===== src/rtl/writeback_unit.sv =====
// Writeback unit: merges ALU results and aligned load responses into one
// register-file write port and tracks outstanding loads for decode hazards.
module writeback_unit #(
  parameter int DATA_WIDTH    = 32,
  parameter int REG_ADDR_BITS = 5,
  parameter int REG_FILE_SIZE = 32
) (
  input  logic                     clk,
  input  logic                     rst_n,
  input  logic                     issue_load,
  input  logic [REG_ADDR_BITS-1:0] issue_rd,
  input  logic                     alu_valid,
  input  logic [REG_ADDR_BITS-1:0] alu_rd,
  input  logic [DATA_WIDTH-1:0]    alu_result,
  input  logic                     lsu_valid,
  output logic                     lsu_ready,
  input  logic [REG_ADDR_BITS-1:0] lsu_rd,
  input  logic [DATA_WIDTH-1:0]    lsu_rdata,
  input  logic [2:0]               lsu_funct3,
  input  logic [1:0]               lsu_byte_off,
  input  logic [REG_ADDR_BITS-1:0] chk_rs1,
  input  logic [REG_ADDR_BITS-1:0] chk_rs2,
  input  logic [REG_ADDR_BITS-1:0] chk_rd,
  output logic                     stall,
  output logic                     rf_we,
  output logic [REG_ADDR_BITS-1:0] rf_waddr,
  output logic [DATA_WIDTH-1:0]    rf_wdata,
  output logic                     dbg_state
);

  typedef enum logic {EMPTY = 1'b0, HOLD = 1'b1} state_t;

  state_t                   state, next_state;
  logic [REG_FILE_SIZE-1:0] pending, pending_next;
  logic [REG_ADDR_BITS-1:0] hold_rd;
  logic [DATA_WIDTH-1:0]    hold_data;

  logic                     lsu_acc;
  logic [7:0]               ld_byte;
  logic [15:0]              ld_half;
  logic [DATA_WIDTH-1:0]    ld_aligned;

  logic                     wr_valid;
  logic [REG_ADDR_BITS-1:0] wr_rd;
  logic [DATA_WIDTH-1:0]    wr_data;
  logic                     capture;
  logic                     clr_valid;
  logic [REG_ADDR_BITS-1:0] clr_rd;

  // Load response handshake: a response transfers on a rising edge where
  // lsu_valid and lsu_ready are both 1; the LSU holds its payload until then.
  assign lsu_acc   = lsu_valid & lsu_ready;
  assign dbg_state = (state == HOLD);

  assign stall = (pending[chk_rs1] && chk_rs1 != '0) ||
                 (pending[chk_rs2] && chk_rs2 != '0) ||
                 (pending[chk_rd]  && chk_rd  != '0);

  always_comb begin
    ld_byte    = lsu_rdata[7:0];
    ld_half    = lsu_byte_off[1] ? lsu_rdata[31:16] : lsu_rdata[15:0];
    ld_aligned = lsu_rdata;
    case (lsu_byte_off)
      2'd0: ld_byte = lsu_rdata[7:0];
      2'd1: ld_byte = lsu_rdata[15:8];
      2'd2: ld_byte = lsu_rdata[23:16];
      2'd3: ld_byte = lsu_rdata[31:24];
      default: ld_byte = lsu_rdata[7:0];
    endcase
    case (lsu_funct3)
      3'b000: ld_aligned = {{(DATA_WIDTH-8){ld_byte[7]}}, ld_byte};
      3'b100: ld_aligned = {{(DATA_WIDTH-8){1'b0}}, ld_byte};
      3'b001: ld_aligned = {{(DATA_WIDTH-16){ld_half[15]}}, ld_half};
      3'b101: ld_aligned = {{(DATA_WIDTH-16){1'b0}}, ld_half};
      default: ld_aligned = lsu_rdata;
    endcase
  end

  // Priority: ALU, then held load, then a directly accepted load.
  always_comb begin
    next_state = state;
    wr_valid   = 1'b0;
    wr_rd      = '0;
    wr_data    = '0;
    capture    = 1'b0;
    clr_valid  = 1'b0;
    clr_rd     = '0;
    case (state)
      EMPTY: begin
        if (alu_valid) begin
          wr_valid = 1'b1;
          wr_rd    = alu_rd;
          wr_data  = alu_result;
          if (lsu_acc) begin
            capture    = 1'b1;
            next_state = HOLD;
          end
        end else if (lsu_acc) begin
          wr_valid  = 1'b1;
          wr_rd     = lsu_rd;
          wr_data   = ld_aligned;
          clr_valid = 1'b1;
          clr_rd    = lsu_rd;
        end
      end
      HOLD: begin
        wr_valid = 1'b1;
        if (alu_valid) begin
          wr_rd   = alu_rd;
          wr_data = alu_result;
        end else begin
          wr_rd      = hold_rd;
          wr_data    = hold_data;
          clr_valid  = 1'b1;
          clr_rd     = hold_rd;
          next_state = EMPTY;
        end
      end
      default: next_state = EMPTY;
    endcase
  end

  // A same-edge issue to the register being retired leaves the bit set.
  always_comb begin
    pending_next = pending;
    if (clr_valid) pending_next[clr_rd] = 1'b0;
    if (issue_load && issue_rd != '0) pending_next[issue_rd] = 1'b1;
  end

  always_ff @(posedge clk or negedge rst_n) begin
    if (!rst_n) begin
      state     <= EMPTY;
      pending   <= '0;
      hold_rd   <= '0;
      hold_data <= '0;
      lsu_ready <= 1'b0;
      rf_we     <= 1'b0;
      rf_waddr  <= '0;
      rf_wdata  <= '0;
    end else begin
      state     <= next_state;
      pending   <= pending_next;
      lsu_ready <= (next_state == EMPTY);
      if (capture) begin
        hold_rd   <= lsu_rd;
        hold_data <= ld_aligned;
      end
      rf_we    <= wr_valid && (wr_rd != '0);
      rf_waddr <= wr_rd;
      rf_wdata <= wr_data;
    end
  end

endmodule


===== config.mk =====
export PLATFORM = sky130hd
export DESIGN_NAME = writeback_unit
export DESIGN_NICKNAME = d
export VERILOG_FILES = /design/src/rtl/writeback_unit.sv
export SDC_FILE = /design/constraint.sdc
export NUM_CORES = 1
export LEC_CHECK = 0
export ABC_AREA = 0
export BUFFER_PORTS_ARGS = -buffer_cell sky130_fd_sc_hd__buf_2
export CAP_MARGIN = 20
export CELL_PAD_IN_SITES_DETAIL_PLACEMENT = 0
export CELL_PAD_IN_SITES_GLOBAL_PLACEMENT = 2
export CORE_ASPECT_RATIO = 0.75
export CORE_MARGIN = 1
export CORE_UTILIZATION = 30
export CTS_CLUSTER_SIZE = 40
export DETAILED_ROUTE_END_ITERATION = 7
export GPL_TIMING_DRIVEN = 0
export HOLD_SLACK_MARGIN = 0.05
export PLACE_DENSITY = 0.72
export SLEW_MARGIN = 20
export SYNTH_ARGS = -nofsm -noshare
export SYNTH_HDL_FRONTEND = slang
export SYNTH_SLANG_ARGS = --single-unit

===== constraint.sdc =====
create_clock -name clk -period 3.3 [get_ports clk]
set_input_delay 0.99 -clock clk [delete_from_list [all_inputs] [get_ports clk]]
set_output_delay 0.99 -clock clk [all_outputs]
set_load 0.02 [all_outputs]

== Word level (Yosys, flattened, before mapping) ==
Cells that the tools add are included.
Storage, ports and cells
  bits in registers: 109
  input port bits: 104
  output and inout port bits: 41
  word-level logic and storage cells: 79
Operators by class
  order comparisons: 7
  equal/unequal tests: 6
  muxes and demuxes: 36
  bitwise gates (word level): 6
  reductions and logical operators: 16
Operators by type and width (number)
  $mux W32: 5
  $pmux W32 S4: 1
  $pmux W32 S2: 1
  $and A32 B32 Y32: 1
  $not A32 Y32: 1
  $or A32 B32 Y32: 1
  $pmux W8 S4: 1
  $lt A5 B6 Y1 const B: 5
  $mux W5: 5
  $reduce_bool A5 Y1: 5
  $pmux W5 S2: 2
  $mux W16: 1
  $bmux W1 S5: 3
  $mux W1: 12
  $demux W1 S5: 2
  $ge A5 B1 Y1 const B: 2
  $logic_and A1 B1 Y1: 7
  $eq A3 B3 Y1 const B: 2
  $pmux W1 S2: 3
  $eq A2 B2 Y1 const B: 2
  $eq A3 B1 Y1 const B: 1
  $logic_not A3 Y1: 1
  $eq A2 B1 Y1 const B: 1
  $logic_not A2 Y1: 1
  3 further kinds: 5

== Logic depth before layout (Yosys ltp) ==
Gate-level depths: netlist of run 1.
  depth in word-level cells: 13
  depth in mapped cells: 7
  mapped depth without buffers: 5

== Worst setup path before layout of run 1 ==
OpenSTA, ideal clock, no wires.
  path type: in2out
  from: input port chk_rs2[1]
  to: output port stall
  arrival time: 2.471 ns
  required time: 2.310 ns
  path slack: -0.161 ns
  stages on the path: 6
  buffers on the path: 1
  path through: buf_6 > mux4_1 > mux2i_1 > o32ai_1 > a2111oi_1 > nand4_1
On the way
  cells in the longest elaborated chain, start to end: 5
  elaborated cells between the ends (all ways): 6
  classes of those cells: mux (2); reduce/logical (4)
Ends and longest elaborated chain
  from (decl): RTL line 22  | input logic [REG_ADDR_BITS-1:0] chk_rs2,
  $bmux W1 S5: RTL line 56  | (pending[chk_rs2] && chk_rs2 != '0) ||
  $mux W1 (not written as such): RTL line 56
  $logic_and A1 B1 Y1 *: RTL line 56
  $logic_or A1 B1 Y1 *: RTL line 55  | assign stall = (pending[chk_rs1] && chk_rs1 != '0) ||
  $logic_or A1 B1 Y1 *: RTL line 56
  to (decl): RTL line 24  | output logic stall,
Every way passes the cells marked *; elsewhere a longest branch is shown, timed or not. The select of a mux whose other input is x is not followed.

== Worst setup path in the final report of run 1 ==
  from: input port chk_rs1[1]
  to: output port stall
On the way
  cells in the longest elaborated chain, start to end: 5
  elaborated cells between the ends (all ways): 6
  classes of those cells: mux (2); reduce/logical (4)
Ends and longest elaborated chain
  from (decl): RTL line 21  | input logic [REG_ADDR_BITS-1:0] chk_rs1,
  $bmux W1 S5: RTL line 55
  $mux W1 (not written as such): RTL line 55
  $logic_and A1 B1 Y1 *: RTL line 55
  $logic_or A1 B1 Y1 *: RTL line 55
  $logic_or A1 B1 Y1 *: RTL line 56
Marks and branches as above.

==> Flow_metrics.wiki, run 1 <==
{| class="wikitable"
! Metric !! Value
|-
| Total design power || 3.89 mW
|-
| Post-synthesis sequential element count || 108
|-
| Final Max Tran Viols || 0
|-
| Setup crit end kind || primary output
|-
| Boundary Pins || 145
|-
| Clock edge transition at the registers on the reported setup and hold paths || 0.08 ns
|-
| Synthesized-area fraction occupied by ao, oa, aoi and oai cells || 23.9%
|-
| Via count of the first global-routing pass || 5239
|-
| Maximum operating frequency || 0.282 GHz
|-
| Number of hold-slack violations in the final timing report || 0
|-
| # port buffers || 132
|-
| Worst setup SP type || input pin
|-
| Mean Syn Cell Area || 10.5 µm²
|-
| Number of core rows || 44
|-
| RePlAce Congestion || 0.851
|-
| Fill cells || 1985
|-
| Cell count after synthesis || 565
|-
| Worst Setup Slack, final || -0.244 ns
|-
| Fraction of final layout cells sized beyond drive strength 1 || 31.7%
|-
| Count of final setup violators || 1
|-
| Buffers from clock root to sink, at most || 2
|-
| Diode insertion count for antenna repair || 0
|-
| Cell depth of the worst hold path || 2
|-
| Share of synthesized area spent on multiplexers || 13.4%
|-
| Largest family of logic cells by synthesized area || compound AO/OA/AOI/OAI gates
|-
| Setup TNS || -0.244 ns
|-
| Nets || 819
|-
| Number of flops mapped to enable cells by yosys || 0
|-
| Synthesized-area fraction occupied by xor and xnor cells || 0%
|-
| Setup skew after layout || 0.0144 ns
|-
| First-pass GRT wire length || 31300 µm
|-
| Classification of the worst setup path || input pin to primary output
|-
| Antenna Nets Post-Route || 0
|-
| Vias after detailed routing || 5367
|-
| Hold/Removal Path Class || register to register
|-
| Final routed wire length divided by cell count || 21.1 µm
|-
| Die height || 124 µm
|-
| Max Cap Violations || 0
|-
| Starting density of the core || 30.7%
|-
| Transition time at the pin with the least slew margin || 0.840 ns
|-
| IR Drop Worst-Case VDD || 0.225 mV
|-
| Result of the run || finished with violations
|-
| Final-layout worst hold slack || 0.488 ns
|-
| Reg2reg setup slack || 1.04 ns
|-
| Worst Path Max Fanout || 7
|-
| Placement-stage cell area || 0.00699 mm²
|-
| Fraction of the cycle the final worst path needs || 107%
|-
| Placed wire-length estimate after detailed placement || 15700 µm
|-
| Data required time of the critical path || 2.31 ns
|-
| H-tree level count || 3
|-
| Relative slew slack || 43.5%
|-
| Leakage component of the power || 3.19 nW
|-
| Cell area power density || 524 mW/mm²
|-
| Depth of the most critical reg-to-reg path || 6
|-
| Non-filler instance count after layout || 973
|-
| Initial antenna violation count || 0
|-
| Top FF cell, synth || sky130_fd_sc_hd__dfrtp_1
|-
| Fraction of synthesis flops using an asynchronous set or reset pin || 100%
|-
| Instance count after placement with tap cells included || 951
|-
| Syn. warnings || 0
|-
| Area of the die || 0.0204 mm²
|-
| Synthesized area || 0.00595 mm²
|-
| Drt initial violations || 372
|-
| Layout overhead on the synthesized area || 24.7%
|-
| Core footprint || 0.0194 mm²
|-
| Inserted Clock Buffers || 9
|-
| Syn_nets || 669
|-
| Violated checks || setup timing
|-
| Clock insertion delay at the later pin of the skew report || 0.36 ns
|-
| DRC || 0
|-
| Clock period minus final worst setup slack || 3.54 ns
|-
| Seq/Total Area, Yosys || 45.4%
|-
| Simple-gate share of the synthesized area || 12.9%
|-
| Die X || 165 µm
|-
| Setup repair after global routing missed its margin || yes
|-
| Maximum number of pins on one net before global-route repair || 57
|-
| Clock tree from TritonCTS || built
|-
| Total wire length || 20600 µm
|-
| Count of TritonRoute iterations in the first routing pass || 5
|-
| Quantity of hold-fixing buffers added after cts || 0
|-
| Post-synthesis adder-cell area fraction || 0%
|-
| Number of distinct library cells after synthesis || 53
|-
| Detail-routed via count per cell || 5.52
|-
| GRT Residual Overflow || 0
|-
| CTS Root Buffer Type || sky130_fd_sc_hd__clkbuf_16
|-
| Post-route cell area || 0.00742 mm²
|-
| All-layer global routing usage || 20.8%
|-
| Critical path data arrival time || 2.55 ns
|-
| Clock Sinks || 108
|}
==> critical path, stage by stage <==
cell and delay (ns):
sky130_fd_sc_hd__buf_12 0.09, sky130_fd_sc_hd__mux4_2 0.52, sky130_fd_sc_hd__nor2b_4 0.15, sky130_fd_sc_hd__o311ai_4 0.12, sky130_fd_sc_hd__a2111oi_4 0.35, sky130_fd_sc_hd__nand4_1 0.16
sky130_fd_sc_hd__buf_6 0.16
==> layout by cell type (no fill, tap or decap), types with 9 or more instances in the layout <==
cell type                     n
sky130_fd_sc_hd__a21oi_1     20
sky130_fd_sc_hd__a21oi_2     11
sky130_fd_sc_hd__a22o_1      14
sky130_fd_sc_hd__a22oi_1     33
sky130_fd_sc_hd__buf_2      137
sky130_fd_sc_hd__clkbuf_1    26
sky130_fd_sc_hd__clkbuf_16    9
sky130_fd_sc_hd__dfrtp_1    108
sky130_fd_sc_hd__inv_1        9
sky130_fd_sc_hd__mux4_2      25
sky130_fd_sc_hd__nand2_1     74
sky130_fd_sc_hd__nor2b_1     10
sky130_fd_sc_hd__o21ai_0     56
sky130_fd_sc_hd__o21ai_1     26
sky130_fd_sc_hd__o2bb2ai_1   22
==> where the power goes <==
part | leakage, nW | internal, mW | switching, mW
sequential | 1.33 | 1.57 | 0.221
clock | 0.145 | 0.533 | 0.548
combinational | 1.72 | 0.487 | 0.529
total | 3.19 | 2.59 | 1.30
==> flip-flops by register name (all words and copies together) (netlist names) <==
| name | count |
|---|---|
| hold_data | 32 |
| rf_wdata | 32 |
| pending | 31 |
| hold_rd | 5 |
| rf_waddr | 5 |
| dbg_state | 1 |
| lsu_ready | 1 |
| rf_we | 1 |
==> final timing paths <==
check,to,from
worst max register to register,pending[5],dbg_state
worst min register to register,hold_data[2],hold_data[2]
worst max-delay path,stall,chk_rs1[1]
worst min-delay path,hold_data[2],hold_data[2]
min in group asynchronous,hold_data[20],rst_n
max in group asynchronous,pending[24],rst_n
==> cells in the mapped netlist (11+ instances only) <==
| master | count | area, µm² |
|---|---|---|
| sky130_fd_sc_hd__o21ai_0 | 56 | 280 |
| sky130_fd_sc_hd__a21oi_1 | 20 | 100 |
| sky130_fd_sc_hd__nand2_1 | 74 | 278 |
| sky130_fd_sc_hd__clkbuf_1 | 28 | 105 |
| sky130_fd_sc_hd__mux4_2 | 24 | 541 |
| sky130_fd_sc_hd__a21oi_2 | 11 | 96.3 |
| sky130_fd_sc_hd__dfrtp_1 | 108 | 2700 |
| sky130_fd_sc_hd__a22oi_1 | 33 | 248 |
| sky130_fd_sc_hd__nor2b_1 | 11 | 68.8 |
| sky130_fd_sc_hd__o2bb2ai_1 | 22 | 193 |
| sky130_fd_sc_hd__o21ai_1 | 26 | 130 |
| sky130_fd_sc_hd__a22o_1 | 14 | 123 |
==> kinds of logic (layout without fill, tap and decap cells) <==
family                 count (synthesis)  count (layout)
AO/OA/AOI/OAI                        213             213
buffers and inverters                 54             209
flip-flops                           108             108
multiplexers                          44              44
AND/OR/NAND/NOR                      146             146
==> through the flow <==
stage          utilization [%]  setup slack, ns
2_1_floorplan                -           -0.119
3_3_place_gp              35.9           -0.426
3_5_place_dp              36.1           -0.496
4_1_cts                   37.8           -0.177
5_1_grt                   38.3           -0.311
6_report                  38.3           -0.244
==> timing repair <==
action / 4_1_cts / 5_1_grt
endpoints found under the setup margin: 1 / 1
pin swaps: 6 / 4
gates resized for setup: 13 / 7
endpoints found under the hold margin: 0 / 0
setup buffers: 1 / 5
==> metal layers <==
metal	up-vias	track usage, %	wire (µm)
li1	2449	-	-
met1	2726	31.2	10200
met2	176	30.2	8880
met5	-	0	0
met4	0	4.42	201
met3	16	4.80	1330
==> final cells by class <==
class | count | area [µm²] | share of cell area [%]
plain buffers | 45 | 269 | 3.62
inverters | 9 | 33.8 | 0.455
flip-flops and latches | 108 | 2700 | 36.4
clock inverters | 7 | 67.6 | 0.910
repair buffers | 139 | 746 | 10.0
clock buffers | 9 | 225 | 3.03
well taps | 253 | 317 | 4.26
multi-input cells | 403 | 3060 | 41.3
No activity file was read; power rests on OpenSTA's default activity.
==> run 2: changes to the inputs <==
- CORE_UTILIZATION: 30 -> 36
- PLACE_DENSITY: 0.72 -> 0.81
- clock period: 3.3 -> 4.5 ns (I/O delays scaled with it)
==> Flow_metrics.wiki, run 2 (synthesis gave the netlist of run 1 again) <==
{| class="wikitable"
! Metric !! Value
|-
| Worst Path Max Fanout || 8 (was 7)
|-
| Layout overhead on the synthesized area || 21.0% (was 24.7%)
|-
| Inserted Clock Buffers || 9 (unchanged)
|-
| Max Cap Violations || 0 (unchanged)
|-
| Setup repair after global routing missed its margin || no (was yes)
|-
| Die X || 150 µm (was 165 µm)
|-
| Leakage component of the power || 3.12 nW (was 3.19 nW)
|-
| Data required time of the critical path || 3.15 ns (was 2.31 ns)
|-
| Pre-CTS setup slack || -0.0545 ns (was -0.496 ns)
|-
| Maximum number of pins on one net before global-route repair || 69 (was 57)
|-
| Final-layout worst hold slack || 0.487 ns (was 0.488 ns)
|-
| Clock Sinks || 108 (unchanged)
|-
| Relative slew slack || 40.6% (was 43.5%)
|-
| # port buffers || 132 (unchanged)
|-
| Fraction of the cycle the final worst path needs || 96.3%
|-
| Number of core rows || 40 (was 44)
|-
| First-pass GRT wire length || 30500 µm (was 31300 µm)
|-
| Top library cells by usage in the layout, fill and taps aside || sky130_fd_sc_hd__buf_2 (138), sky130_fd_sc_hd__dfrtp_1 (108), sky130_fd_sc_hd__nand2_1 (74) (was sky130_fd_sc_hd__buf_2 (137), sky130_fd_sc_hd__dfrtp_1 (108), sky130_fd_sc_hd__nand2_1 (74))
|-
| IR Drop Worst-Case VDD || 0.181 mV (was 0.225 mV)
|-
| Clock insertion delay at the later pin of the skew report || 0.36 ns (about the same)
|-
| DRC || 0 (unchanged)
|-
| Biggest regs || hold_data x32, rf_wdata x32, pending x31 (unchanged)
|-
| Nets || 812 (was 819)
|-
| Placed wire-length estimate after detailed placement || 15000 µm (was 15700 µm)
|-
| Clock edge transition at the registers on the reported setup and hold paths || 0.08 ns (about the same)
|-
| Worst path cell trace || clkbuf_4, mux4_2, mux2i_1, nor2_1, a2111oi_1, nand4_1, buf_2 (was buf_12, mux4_2, nor2b_4, o311ai_4, a2111oi_4, nand4_1, buf_6)
|-
| Most common cell after layout, fill and taps aside || sky130_fd_sc_hd__buf_2 (unchanged)
|-
| Boundary Pins || 145 (unchanged)
|-
| Final Max Tran Viols || 0 (unchanged)
|-
| Final routed wire length divided by cell count || 21.2 µm (was 21.1 µm)
|-
| Total wire length || 19600 µm (was 20600 µm)
|-
| Via count of the first global-routing pass || 5290 (was 5239)
|-
| Fraction of final layout cells sized beyond drive strength 1 || 29.9% (was 31.7%)
|-
| Cell depth of the worst hold path || 2 (unchanged)
|-
| Starting density of the core || 37.0% (was 30.7%)
|-
| GRT Residual Overflow || 0 (unchanged)
|-
| Critical path data arrival time || 2.98 ns (was 2.55 ns)
|-
| H-tree level count || 3 (unchanged)
|-
| RePlAce Congestion || 0.899 (was 0.851)
|-
| Startpoint of the lowest-slack register-to-register path || dbg_state (unchanged)
|-
| Cell area power density || 389 mW/mm² (was 524 mW/mm²)
|-
| Antenna Nets Post-Route || 0 (unchanged)
|-
| Drt initial violations || 348 (was 372)
|-
| Util after Layout || 44.8% (was 38.3%)
|-
| Vias after detailed routing || 5354 (was 5367)
|-
| Worst setup SP type || input pin (unchanged)
|-
| Launch point of the worst hold path || hold_data[31] (was hold_data[2])
|-
| Clock tree from TritonCTS || built (unchanged)
|-
| Classification of the worst setup path || input pin to primary output (unchanged)
|-
| Depth of the most critical reg-to-reg path || 6 (unchanged)
|-
| Reg2reg setup slack || 2.23 ns (was 1.04 ns)
|-
| Buffers from clock root to sink, at most || 2 (unchanged)
|-
| Core footprint || 0.0161 mm² (was 0.0194 mm²)
|-
| Quantity of hold-fixing buffers added after cts || 0 (unchanged)
|-
| Die height || 113 µm (was 124 µm)
|-
| Count of final setup violators || 0 (was 1)
|-
| Number of buffers and inverters on the critical path || 2 (unchanged)
|-
| Detail-routed via count per cell || 5.79 (was 5.52)
|-
| Setup crit end kind || primary output (unchanged)
|-
| Initial antenna violation count || 1 (was 0)
|-
| Hold/Removal Path Class || register to register (unchanged)
|-
| # Post-CTS Setup Buffers || 0 (was 1)
|-
| Result of the run || finished, final reports clean (was finished with violations)
|-
| Max stage delay cell, worst path || sky130_fd_sc_hd__mux4_2 (unchanged)
|-
| Transition time at the pin with the least slew margin || 0.891 ns (was 0.840 ns)
|-
| Setup skew after layout || 0.0104 ns (was 0.0144 ns)
|-
| Clock period minus final worst setup slack || 4.33 ns
|-
| Crit-path max cell delay || 0.51 ns (was 0.52 ns)
|-
| Count of TritonRoute iterations in the first routing pass || 5 (unchanged)
|-
| Worst Setup Slack, final || 0.166 ns (was -0.244 ns)
|-
| Cell class contributing the biggest share of worst-path delay || multiplexers (unchanged)
|-
| Area of the die || 0.0171 mm² (was 0.0204 mm²)
|-
| Fill cells || 1546 (was 1985)
|-
| All-layer global routing usage || 24.0% (was 20.8%)
|-
| Worst hold path endpoint || hold_data[31] (was hold_data[2])
|-
| Maximum operating frequency || 0.231 GHz
|-
| Number of hold-slack violations in the final timing report || 0 (unchanged)
|-
| Reg2reg end || pending[25] (was pending[5])
|-
| CTS Root Buffer Type || sky130_fd_sc_hd__clkbuf_16 (unchanged)
|}
## run 2: layout make-up
cell class                      instances  area [µm²]  share of cell area [%]
Sequential cell                       108        2700                    37.5
Clock inverter                          7        58.8                   0.817
Inverter                                9        33.8                   0.469
Clock buffer                            9         225                    3.13
Timing Repair Buffer                  133         694                    9.65
Buffer                                 44         228                    3.16
Tap cell                              210         263                    3.65
Multi-Input combinational cell        403        2990                    41.6
Antenna cell                            1        2.50                  0.0348
## run 2: power by group
group	total (mW)	switching, mW	internal, mW	leakage [nW]
sequential	1.32	0.167	1.15	1.33
clock	0.777	0.392	0.385	0.138
combinational	0.705	0.373	0.332	1.65
total	2.80	0.931	1.87	3.12
## run 2: through the flow
step	area [µm²]	cells	power, mW	TNS, ns
3_5_place_dp	6910	908	2.03	-0.0545
6_report	7200	924	2.80	0
3_3_place_gp	6880	907	2.00	-0.00150
4_1_cts	7190	923	2.81	0
5_1_grt	7200	924	2.94	0
2_1_floorplan	5950	565	1.73	0
## run 2: worst reg2reg max path: cells and delay by family, from the launching register on
kind / cells / cell delay, ns
AOI/OAI and AO/OA: 2 / 0.89
buffers and inverters: 1 / 0.20
DFF: 1 / 0.44
and+or+nand+nor: 3 / 0.62
## run 2: metal layers
metal	vias up	share of wire [%]	GRT usage, %
met1	2679	49	37.1
met4	0	1.4	6.06
met3	20	7.7	5.69
li1	2428	-	-
met5	-	0	0
met2	227	41	33.1
## run 2: worst max-delay path by stage
stage | startpoint | end | slack [ns] | depth (start not counted)
final | chk_rd[0] | stall | 0.17 | 7
after global routing | chk_rd[0] | stall | 0.03 | 7
after CTS | chk_rs1[2] | stall | 0.06 | 7
after detailed placement | chk_rs2[2] | stall | -0.05 | 8
after global placement | chk_rs2[2] | stall | -0.002 | 8
after floorplan | chk_rs2[1] | stall | 0.32 | 6
## run 2: what timing repair did
action                                 4_1_cts  5_1_grt
endpoints found under the hold margin        0        0
setup endpoints to repair                    1        1
gates resized for setup                      0        4
pin swaps                                    0        2
==> run 3: changes to the inputs <==
--- a/config.mk
+++ b/config.mk
@@ -7,5 +7,5 @@
 export LEC_CHECK = 0
 export ABC_AREA = 0
-export BUFFER_PORTS_ARGS = -buffer_cell sky130_fd_sc_hd__buf_2
+export BUFFER_PORTS_ARGS = -buffer_cell sky130_fd_sc_hd__clkbuf_2
 export CAP_MARGIN = 20
 export CELL_PAD_IN_SITES_DETAIL_PLACEMENT = 0
==> constraint.sdc (replaced) <==
create_clock -name clk -period 4.5 [get_ports clk]
set_input_delay 1.35 -clock clk [delete_from_list [all_inputs] [get_ports clk]]
set_output_delay 1.35 -clock clk [all_outputs]
set_load 0.05 [all_outputs]
==> Flow_metrics.wiki, run 3 (synthesis gave the netlist of run 1 again) <==
{| class="wikitable"
! Metric !! Value
|-
| Area of the die || 0.0171 mm² (unchanged)
|-
| Via count of the first global-routing pass || 5177 (was 5290)
|-
| # port buffers || 132 (unchanged)
|-
| Antenna Nets Post-Route || 0 (unchanged)
|-
| Drt initial violations || 349 (was 348)
|-
| Fraction of final layout cells sized beyond drive strength 1 || 29.9% (unchanged)
|-
| Number of core rows || 40 (unchanged)
|-
| Die X || 150 µm (unchanged)
|-
| Buffers from clock root to sink, at most || 2 (unchanged)
|-
| Vias after detailed routing || 5313 (was 5354)
|-
| Clock edge transition at the registers on the reported setup and hold paths || 0.08 ns (about the same)
|-
| Final routed wire length divided by cell count || 21.2 µm (about the same)
|-
| Worst path cell trace || buf_6, mux4_1, mux2i_1, o32ai_1, a2111oi_1, nand4_1, clkbuf_4 (was clkbuf_4, mux4_2, mux2i_1, nor2_1, a2111oi_1, nand4_1, buf_2)
|-
| Cell area power density || 402 mW/mm² (was 389 mW/mm²)
|-
| Worst setup SP type || input pin (unchanged)
|-
| Classification of the worst setup path || input pin to primary output (unchanged)
|-
| Transition time at the pin with the least slew margin || 0.883 ns (was 0.891 ns)
|-
| Layout overhead on the synthesized area || 20.9% (was 21.0%)
|-
| Clock period minus final worst setup slack || 4.41 ns (was 4.33 ns)
|-
| Count of TritonRoute iterations in the first routing pass || 5 (unchanged)
|-
| Top library cells by usage in the layout, fill and taps aside || sky130_fd_sc_hd__clkbuf_2 (131), sky130_fd_sc_hd__dfrtp_1 (108), sky130_fd_sc_hd__nand2_1 (74) (was sky130_fd_sc_hd__buf_2 (138), sky130_fd_sc_hd__dfrtp_1 (108), sky130_fd_sc_hd__nand2_1 (74))
|-
| Hold/Removal Path Class || register to register (unchanged)
|-
| Setup skew after layout || 0.0129 ns (was 0.0104 ns)
|-
| Setup TNS || 0 ns (unchanged)
|-
| Final-layout worst hold slack || 0.489 ns (was 0.487 ns)
|-
| RePlAce Congestion || 0.870 (was 0.899)
|-
| H-tree level count || 3 (unchanged)
|-
| Startpoint of the lowest-slack register-to-register path || dbg_state (unchanged)
|-
| Fill cells || 1565 (was 1546)
|-
| # Post-CTS Setup Buffers || 0 (unchanged)
|-
| Worst Path Max Fanout || 10 (was 8)
|-
| Launch point of the worst hold path || hold_data[0] (was hold_data[31])
|-
| Placed wire-length estimate after detailed placement || 14800 µm (was 15000 µm)
|-
| Nets || 812 (unchanged)
|-
| IR Drop Worst-Case VDD || 0.263 mV (was 0.181 mV)
|-
| Launching element of the worst setup path || chk_rs2[1] (was chk_rd[0])
|-
| Max Cap Violations || 0 (unchanged)
|-
| Biggest regs || hold_data x32, rf_wdata x32, pending x31 (unchanged)
|-
| Die height || 113 µm (unchanged)
|-
| Cell class contributing the biggest share of worst-path delay || multiplexers (unchanged)
|-
| Detail-routed via count per cell || 5.76 (was 5.79)
|-
| All-layer global routing usage || 24.1% (was 24.0%)
|-
| Fraction of the cycle the final worst path needs || 98.1% (was 96.3%)
|-
| Util after Layout || 44.8% (about the same)
|-
| Inserted Clock Buffers || 9 (unchanged)
|-
| Number of hold-slack violations in the final timing report || 0 (unchanged)
|-
| Maximum number of pins on one net before global-route repair || 86 (was 69)
|-
| Clock insertion delay at the later pin of the skew report || 0.37 ns (was 0.36 ns)
|-
| Starting density of the core || 37.0% (unchanged)
|-
| Total wire length || 19600 µm (about the same)
|-
| Boundary Pins || 145 (unchanged)
|-
| DRC || 0 (unchanged)
|-
| Most common cell after layout, fill and taps aside || sky130_fd_sc_hd__clkbuf_2 (was sky130_fd_sc_hd__buf_2)
|-
| Result of the run || finished, final reports clean (unchanged)
|-
| Clock tree from TritonCTS || built (unchanged)
|-
| Final Max Tran Viols || 0 (unchanged)
|-
| Core footprint || 0.0161 mm² (unchanged)
|-
| Leakage component of the power || 3.13 nW (was 3.12 nW)
|-
| Data required time of the critical path || 3.15 ns (about the same)
|-
| Crit-path max cell delay || 0.56 ns (was 0.51 ns)
|-
| Critical path data arrival time || 3.06 ns (was 2.98 ns)
|-
| Number of buffers and inverters on the critical path || 2 (unchanged)
|-
| CTS Root Buffer Type || sky130_fd_sc_hd__clkbuf_16 (unchanged)
|-
| Count of final setup violators || 0 (unchanged)
|-
| Setup repair after global routing missed its margin || no (unchanged)
|-
| Diode insertion count for antenna repair || 0 (was 1)
|-
| Maximum operating frequency || 0.227 GHz (was 0.231 GHz)
|-
| Clock Sinks || 108 (unchanged)
|-
| First-pass GRT wire length || 30400 µm (was 30500 µm)
|-
| Relative slew slack || 41.1% (was 40.6%)
|-
| Initial antenna violation count || 0 (was 1)
|-
| Setup crit end kind || primary output (unchanged)
|-
| GRT Residual Overflow || 0 (unchanged)
|-
| Max stage delay cell, worst path || sky130_fd_sc_hd__mux4_1 (was sky130_fd_sc_hd__mux4_2)
|}
[run 3: changes by cell type in the layout (fill, tap and decap cells not counted), moves of 2 or more]
cell                       delta
sky130_fd_sc_hd__clkinv_4     +2
sky130_fd_sc_hd__clkbuf_2   +130
sky130_fd_sc_hd__buf_2      -130
sky130_fd_sc_hd__buf_6        -2
[run 3: path summary, 6_finish.rpt]
kind	end	slack [ns]	cells past startpoint
worst min-delay path	hold_data[0]	0.49	2
min in group asynchronous	rf_waddr[0]	0.86	1
worst min register to register	hold_data[0]	0.49	2
max in group asynchronous	rf_wdata[18]	2.97	2
worst max register to register	pending[9]	2.23	6
worst max-delay path	stall	0.09	7
[run 3: worst min-delay path, delay by kind of cell, from the launching register on]
family	cells	cell delay [ns]
and+or+nand+nor	1	0.05
AOI/OAI and AO/OA	1	0.06
DFF	1	0.35
[run 3: layout make-up]
type	count	area (µm²)	share of cell area, %
Buffer	44	221	3.08
Clock buffer	9	225	3.13
Clock inverter	7	60.1	0.834
Inverter	9	33.8	0.469
Multi-Input combinational cell	403	2990	41.6
Sequential cell	108	2700	37.6
Tap cell	210	263	3.65
Timing Repair Buffer	133	699	9.72
[run 3: per-stage QoR]
step | power [mW] | area, µm² | cells | setup slack [ns]
2_1_floorplan | 1.82 | 5950 | 565 | 0.0645
3_3_place_gp | 2.09 | 6880 | 907 | -0.0774
3_5_place_dp | 2.12 | 6910 | 908 | -0.0966
4_1_cts | 2.90 | 7190 | 923 | 0.0447
5_1_grt | 3.04 | 7200 | 923 | 0.00647
6_report | 2.89 | 7200 | 923 | 0.0876
[run 3: routing by layer]
layer | global-route usage (%) | up-vias | routed length [µm]
li1 | - | 2443 | -
met1 | 38.2 | 2656 | 9950
met2 | 33.3 | 194 | 8060
met3 | 4.92 | 20 | 1340
met4 | 5.45 | 0 | 227
met5 | 0 | - | 0
[run 3: where the power goes]
group	internal [mW]	switching, mW	total [mW]
clock network	0.385	0.396	0.781
logic	0.331	0.460	0.791
registers	1.15	0.165	1.32
[run 3: timing repair]
action | 4_1_cts | 5_1_grt
endpoints found under the setup margin | 1 | 1
resized for setup | 1 | 2
hold buffers | 0 | 0
pin swaps | 0 | 1
cloned | 0 | 0
hold endpoints to repair | 0 | 0
